--- src/rtl/wavegen_pkg.sv ---
// rtl/wavegen_pkg.sv - shared encodings for the DDS waveform generator
package wavegen_pkg;

    typedef enum logic [2:0] {
        WS_SAW        = 3'd0,
        WS_REVSAW     = 3'd1,
        WS_TRIANGL    = 3'd2,
        WS_MEANDER    = 3'd3,
        WS_MEANDER025 = 3'd4,
        WS_PULSE      = 3'd5
    } wave_sel_t;

endpackage

--- src/rtl/wave_shaper.sv ---
// rtl/wave_shaper.sv - combinational phase-to-waveform shaping
module wave_shaper
    import wavegen_pkg::*;
#(
    parameter int OUT_W = 8
) (
    input  logic [OUT_W-1:0] p,
    input  logic [OUT_W-1:0] duty,
    output logic [OUT_W-1:0] saw,
    output logic [OUT_W-1:0] revsaw,
    output logic [OUT_W-1:0] triangl,
    output logic [OUT_W-1:0] meander,
    output logic [OUT_W-1:0] meander025,
    output logic [OUT_W-1:0] pulse
);

    localparam logic [OUT_W-1:0] MAX     = '1;
    localparam logic [OUT_W-1:0] HALF    = {1'b1, {(OUT_W-1){1'b0}}};
    localparam logic [OUT_W-1:0] QUARTER = {2'b01, {(OUT_W-2){1'b0}}};

    logic [OUT_W-1:0] dbl;

    // Triangle folds the doubled phase on the second half of the period
    assign dbl        = {p[OUT_W-2:0], 1'b0};
    assign saw        = p;
    assign revsaw     = ~p;
    assign triangl    = p[OUT_W-1] ? ~dbl : dbl;
    assign meander    = (p < HALF)    ? MAX : '0;
    assign meander025 = (p < QUARTER) ? MAX : '0;
    assign pulse      = (p < duty)    ? MAX : '0;

endmodule

--- src/rtl/wavegen_dds.sv ---
// rtl/wavegen_dds.sv - phase-accumulator waveform generator with glitch-free tuning
module wavegen_dds
    import wavegen_pkg::*;
#(
    parameter int ACC_W = 24,
    parameter int OUT_W = 8
) (
    input  logic             clk,
    input  logic             reset,
    input  logic             run,
    input  logic [ACC_W-1:0] ftw_in,
    input  logic             ftw_load,
    input  logic [OUT_W-1:0] duty,
    input  logic [2:0]       wave_sel,
    output logic [OUT_W-1:0] saw,
    output logic [OUT_W-1:0] revsaw,
    output logic [OUT_W-1:0] triangl,
    output logic [OUT_W-1:0] meander,
    output logic [OUT_W-1:0] meander025,
    output logic [OUT_W-1:0] pulse,
    output logic [OUT_W-1:0] wave_out,
    output logic             sync,
    output logic             ftw_pending
);

    logic [ACC_W-1:0] acc;
    logic [ACC_W-1:0] ftw_q;
    logic [ACC_W-1:0] pend;
    logic [ACC_W:0]   sum;
    logic             wrap;
    logic             wrap_q;
    logic [OUT_W-1:0] p;
    logic [OUT_W-1:0] sh_saw, sh_revsaw, sh_triangl, sh_meander, sh_meander025, sh_pulse;
    logic [OUT_W-1:0] sel_wave;

    assign sum  = {1'b0, acc} + {1'b0, ftw_q};
    assign wrap = run & sum[ACC_W];
    assign p    = acc[ACC_W-1 -: OUT_W];

    wave_shaper #(.OUT_W(OUT_W)) u_shaper (
        .p          (p),
        .duty       (duty),
        .saw        (sh_saw),
        .revsaw     (sh_revsaw),
        .triangl    (sh_triangl),
        .meander    (sh_meander),
        .meander025 (sh_meander025),
        .pulse      (sh_pulse)
    );

    always_comb begin
        sel_wave = sh_saw;
        case (wave_sel)
            WS_REVSAW:     sel_wave = sh_revsaw;
            WS_TRIANGL:    sel_wave = sh_triangl;
            WS_MEANDER:    sel_wave = sh_meander;
            WS_MEANDER025: sel_wave = sh_meander025;
            WS_PULSE:      sel_wave = sh_pulse;
            default:       sel_wave = sh_saw;
        endcase
    end

    always_ff @(posedge clk or negedge reset) begin
        if (!reset) begin
            acc         <= '0;
            ftw_q       <= '0;
            pend        <= '0;
            ftw_pending <= 1'b0;
            wrap_q      <= 1'b0;
            sync        <= 1'b0;
            saw         <= '0;
            revsaw      <= '0;
            triangl     <= '0;
            meander     <= '0;
            meander025  <= '0;
            pulse       <= '0;
            wave_out    <= '0;
        end else begin
            if (run) begin
                acc <= sum[ACC_W-1:0];
            end

            // A new word only takes over at a wrap while running, so no period is ever cut short
            if (wrap) begin
                ftw_q       <= ftw_load ? ftw_in : (ftw_pending ? pend : ftw_q);
                ftw_pending <= 1'b0;
            end else if (ftw_load) begin
                if (run) begin
                    pend        <= ftw_in;
                    ftw_pending <= 1'b1;
                end else begin
                    ftw_q       <= ftw_in;
                    ftw_pending <= 1'b0;
                end
            end

            // sync lines up with the first output sample taken after acc wrapped
            wrap_q     <= wrap;
            sync       <= wrap_q;
            saw        <= sh_saw;
            revsaw     <= sh_revsaw;
            triangl    <= sh_triangl;
            meander    <= sh_meander;
            meander025 <= sh_meander025;
            pulse      <= sh_pulse;
            wave_out   <= sel_wave;
        end
    end

endmodule
--- config.mk ---
export PLATFORM = sky130hd
export DESIGN_NAME = wavegen_dds
export DESIGN_NICKNAME = d
export VERILOG_FILES = /design/src/rtl/wavegen_pkg.sv /design/src/rtl/wave_shaper.sv /design/src/rtl/wavegen_dds.sv
export SDC_FILE = /design/constraint.sdc
export NUM_CORES = 1
export LEC_CHECK = 0
export ABC_AREA = 1
export CAP_MARGIN = 20
export CORE_ASPECT_RATIO = 1.1
export CORE_MARGIN = 2
export CORE_UTILIZATION = 50
export DETAILED_ROUTE_END_ITERATION = 10
export PLACE_DENSITY = 0.75
export SYNTH_ARGS = -nofsm -noshare
export SYNTH_HDL_FRONTEND = slang
export SYNTH_SLANG_ARGS = --single-unit
--- constraint.sdc ---
create_clock -name clk -period 3.35 [get_ports clk]
set_clock_uncertainty 0.15 [all_clocks]
set_input_delay 0.67 -clock clk [delete_from_list [all_inputs] [get_ports clk]]
set_output_delay 0.67 -clock clk [all_outputs]
set_load 0.1 [all_outputs]
==> flow_summary.ini, run 1 <==
[status]
outcome = finished with violations
violations = design-rule violations

[synth]
yosysSeqAreaShare_pct = 41.2
synthArstFlopShare_pct = 100
synthFlopType = dfrtp_1
yosys.cell_count.top_type = nand2_1
synth.avg_cell_area_sq_um = 7.29
yosysWarnings = 0
synth_fp_nets = 971
syn_area_sq_um = 6550
synth.distinct_cells = 38
synth_edf_count = 0
synth_seq_cells = 108
synth_area_leader_cell = dfrtp_1
synth_cells = 899
yosys.area.top_type_share_pct = 41.2
synth_area_leaders = dfrtp_1 41%, nand2_1 21%, ha_1 6.1%
synth_common_cells = 368 x nand2_1, 108 x dfrtp_1, 85 x inv_1, 68 x nand3_1, 44 x nor2_1

[sta]
maxSlewHeadroom_pct = 59.0
rsz0062_at_grt = false
period_needed_ns = 2.67
hold_viol_final = 0
drv_slew = 0
max_freq_ghz = 0.374
finalSetupViolations = 0
tns_ns = 0
tightestPinTransition_ns = 0.613
layout_worst_path_cycle_share_pct = 79.8

[place]
hpwl_um = 11400
place_congestion = 0.935
numPortBuffers = 96
placed_cells = 1117

[floorplan]
row_count = 43
dieArea_sq_um = 14000
die_h_um = 124
die_x_um = 113
ioPinCount = 97
initial_core_util_pct = 51.6
core_sq_um = 12700

[layout]
fill_cells = 1185
layout-drive-gt1-share_pct = 11.9
n_antenna_cell = 0
final-instance-count-excl-fill = 1133
layout.nets = 1043
syn_to_final_growth_pct = 17.1

[routing]
routed_wirelength_um = 15300
drt_first_pass_iters = 8
via_per_inst = 5.09
ant_nets = 0
wl_per_cell_um = 13.5
vias = 5767
drc = 11
detail_route.iter0.violations = 301

[flow_run]
maxCapViolations = 0

[cts]
cts_setup_buffers = 0
postCtsHoldBufs = 0
cts_tree = done
clk_latency_ns = 0.36
cts_made_buffers = 9
clockBufferDepth = 2
htreeDepth = 3
clkSlewWorstSetupHoldPaths_ns = 0.08
cts_root_buf = clkbuf_16
ctsResizeCount = 0
clock_sinks = 108

[worst_setup_path]
worstPathRequired_ns = 3.45
crit_type = flip-flop to flip-flop
cp-start-kind = flip-flop
critPathMaxFanout = 26
r2r_slack_ns = 0.68
cp.arrival_ns = 2.78
cp-end-kind = flip-flop

[global_route]
gr-total-overflow = 0
grt_pass1_wl_um = 25900
grt_use_total_pct = 22.9
grt_pass1_vias = 5463
grt_max_degree = 53
grt_antenna_before_repair = 0

[min_path]
hp-class = primary input to async pin
-- critical path, cell delays in order, from the launching register on --
cell and delay [ns]:
dfrtp_1 0.47, ha_1 0.42, nand2_1 0.12, nor2_1 0.17, nand2_1 0.09, nor2_1 0.13
nand2_2 0.09, nand3_4 0.10, buf_4 0.28, nand2_4 0.24, nand2_1 0.12, nand2_1 0.05
nand2_1 0.07, nand2_1 0.05
-- layer usage --
layer / GRT usage, % / part of all wire, % / vias to the layer above
met5: 0 / 0 / -
met4: 8.08 / 1.6 / 0
met1: 30.4 / 46 / 2643
met3: 3.11 / 4.6 / 19
met2: 38.9 / 48 / 137
li1: - / - / 2968
-- per-stage QoR --
| stage | hold WS (ns) | instance area, sq um | setup slack (ns) | utilization [%] |
|---|---|---|---|---|
| 5_1_grt | 0.165 | 7680 | 0.357 | 60.5 |
| 3_5_place_dp | 0.221 | 7360 | 0.585 | 58.0 |
| 3_3_place_gp | 0.186 | 7360 | 0.692 | 58.0 |
| 6_report | 0.127 | 7680 | 0.676 | 60.5 |
| 2_1_floorplan | 0.181 | 6550 | 1.04 | - |
| 4_1_cts | 0.145 | 7680 | 0.675 | 60.5 |
-- path summary, 6_finish.rpt --
path                             endpoint  cells after the start    start
worst min-delay path              pend[7]                      1    reset
worst max-delay path            ftw_q[20]                     13  acc[21]
worst min register to register       sync                      0   wrap_q
worst max register to register  ftw_q[20]                     13  acc[21]
max in group asynchronous       revsaw[3]                      2    reset
min in group clk                     sync                      0   wrap_q
-- sequential cells by signal, summed over array words and instances (netlist names), 7 cells and up --
name / cells
pend: 24
acc: 24
ftw_q: 24
triangl: 8
wave_out: 8
saw: 7
revsaw: 7
-- layout make-up --
| cell class | instances | area, sq um | area share [%] |
|---|---|---|---|
| Clock inverter | 6 | 73.8 | 0.962 |
| Multi-Input combinational cell | 653 | 3190 | 41.6 |
| Clock buffer | 10 | 239 | 3.11 |
| Tap cell | 157 | 196 | 2.56 |
| Timing Repair Buffer | 112 | 946 | 12.3 |
| Inverter | 87 | 327 | 4.25 |
| Sequential cell | 108 | 2700 | 35.2 |
-- kinds of logic (layout without fill, tap and decap cells) --
kind of cell	count (synthesis)	count (layout)	synth area share, %
compound gates	99	99	8.78
buf+inv	138	215	10.0
fa+ha+maj	33	33	6.41
simple gates	508	508	31.8
xor+xnor	13	13	1.74
flops	108	108	41.2
-- cell usage in the layout, fill, tap and decap left out, drive strengths merged --
cell and count:
ha 32, o21ai 51, fa 1, nor2 46, inv 87, a31oi 3, clkbuf 10, or2 3
clkdlybuf4s50 37, bufinv 1, a21boi 1, and2 3, buf 75, nor3 2, nand3b 2, nor4 1
nand2 374, xor2 7, a211oi 7, nand3 69, xnor2 6, a21oi 32, dfrtp 108, o21a 2
o21bai 2, o22ai 1, clkinv 5, nand4 8
Power of run 1 is not shown: default switching activity piles up to over one toggle a cycle in this logic, so the estimate is an artifact.
==> run 2: changes to the inputs <==
==> constraint.sdc (replaced) <==
create_clock -name clk -period 2.8 [get_ports clk]
set_clock_uncertainty 0.15 [all_clocks]
set_input_delay 0.56 -clock clk [delete_from_list [all_inputs] [get_ports clk]]
set_output_delay 0.56 -clock clk [all_outputs]
set_load 0.1 [all_outputs]
==> run 2 against run 1 <==
Against the previous run: the run still ends with design-rule violations left; register-to-register slack worse by 0.36 ns; clock-buffer cell count is 3 higher; routed wire length is 1.3% lower; fmax is 7.5% higher; critical path depth is 2 lower; critical path type unchanged; largest cell class unchanged; highest routed layer unchanged.
==> flow_summary.ini, run 2 (synthesis results as in run 1) <==
[sta]
finalSetupViolations = 0
period_needed_ns = 2.49
tns_ns = 0
hold_viol_final = 0
rsz0062_at_grt = false
drv_slew = 0
max_freq_ghz = 0.402
layout_worst_path_cycle_share_pct = 88.9
tightestPinTransition_ns = 0.666
maxSlewHeadroom_pct = 55.6

[worst_setup_path]
r2r_end = pend[4]
ff2ff_path_depth = 11
crit_type = flip-flop to flip-flop
worstPathRequired_ns = 2.87
crit_end = pend[4]
critPathMaxFanout = 38
worst-path-stages = 11
crit_family = simple AND/OR/NAND/NOR gates
r2r_start = ftw_q[19]
path_buf_inv = 1
crit_start = ftw_q[19]
cpPeakStageDelay_ns = 0.42
cp-start-kind = flip-flop
r2r_slack_ns = 0.31
path_cells = ha_1, nand2_1, nor2_1, nand2_1, nor2_1, nand2_2, nand3_4, nor2_4, nand2_2, buf_4, o21ai_0
cp_slowest_cell = dfrtp_1
cp-end-kind = flip-flop
cp.arrival_ns = 2.56

[floorplan]
die_h_um = 124
die_x_um = 113
dieArea_sq_um = 14000
ioPinCount = 97
core_sq_um = 12700
initial_core_util_pct = 51.6
row_count = 43

[layout]
postLayoutCoreUtil_pct = 60.8
n_antenna_cell = 0
final_common_cell = nand2_1
syn_to_final_growth_pct = 17.8
top_regs = acc: 24 flops, ftw_q: 24 flops, pend: 24 flops
layout-drive-gt1-share_pct = 12.1
final-instance-count-excl-fill = 1137
layout_common_cells = 368 x nand2_1, 108 x dfrtp_1, 85 x inv_1, 77 x buf_4, 68 x nand3_1
layout.nets = 1047

[routing]
routed_wirelength_um = 15200
ant_nets = 0
vias = 5813
via_per_inst = 5.11
detail_route.iter0.violations = 372
wl_per_cell_um = 13.3
drt_first_pass_iters = 8
drc = 11

[cts]
clkSlewWorstSetupHoldPaths_ns = 0.07
cts_root_buf = clkbuf_16
ctsResizeCount = 0
cts_setup_buffers = 0
htreeDepth = 3
clockBufferDepth = 2
postCtsHoldBufs = 0
clock_sinks = 108
cts_made_buffers = 9
clk_latency_ns = 0.36
cts_tree = done

[global_route]
gr-total-overflow = 0
grt_antenna_before_repair = 0
grt_pass1_wl_um = 26100
grt_pass1_vias = 5608
grt_max_degree = 49
grt_use_total_pct = 23.4

[min_path]
hp-class = primary input to async pin

[place]
place_congestion = 0.926
numPortBuffers = 96
placed_cells = 1121
hpwl_um = 11200

[status]
violations = design-rule violations
outcome = finished with violations

[flow_run]
maxCapViolations = 0
==> run 2: per-layer routing <==
metal,up-vias,wire [um],track usage [%]
li1,2976,-,-
met1,2665,7020,30.9
met2,143,7060,38.9
met3,29,738,3.99
met4,0,336,8.54
met5,-,0,0
==> run 2: layout make-up <==
class                      instances  area, sq um
fill                            1200         4980
multi-input combinational        653         3190
sequential                       108         2700
timing repair buffer             116          988
inverter                          87          327
clock buffer                      13          270
tap                              157          196
clock inverter                     3         43.8
==> run 2: how the worst min path moves through the flow <==
stage                    end  slack (ns)  depth (start not counted)
global placement        sync        0.18                          0
CTS                 pend[10]        0.10                          1
global route        pend[10]        0.13                          1
finish              pend[10]        0.08                          1
floorplan             acc[0]        0.11                          0
detailed placement      sync        0.20                          0
==> run 2: per-stage QoR <==
stage          worst slack (ns)  hold slack (ns)  cell area (sq um)
2_1_floorplan             0.489            0.114               6550
3_3_place_gp              0.254            0.182               7410
3_5_place_dp              0.221            0.201               7410
4_1_cts                   0.286            0.102               7720
5_1_grt                  0.0753            0.129               7720
6_report                  0.312           0.0799               7720
==> run 2: worst reg2reg max path, stage by stage (launching register included) <==
cell	delay, ns
dfrtp_1	0.42
ha_1	0.40
nand2_1	0.12
nor2_1	0.21
nand2_1	0.11
nor2_1	0.14
nand2_2	0.09
nand3_4	0.12
nor2_4	0.04
nand2_2	0.05
buf_4	0.37
o21ai_0	0.15
Power of run 2 is left out for the same reason.
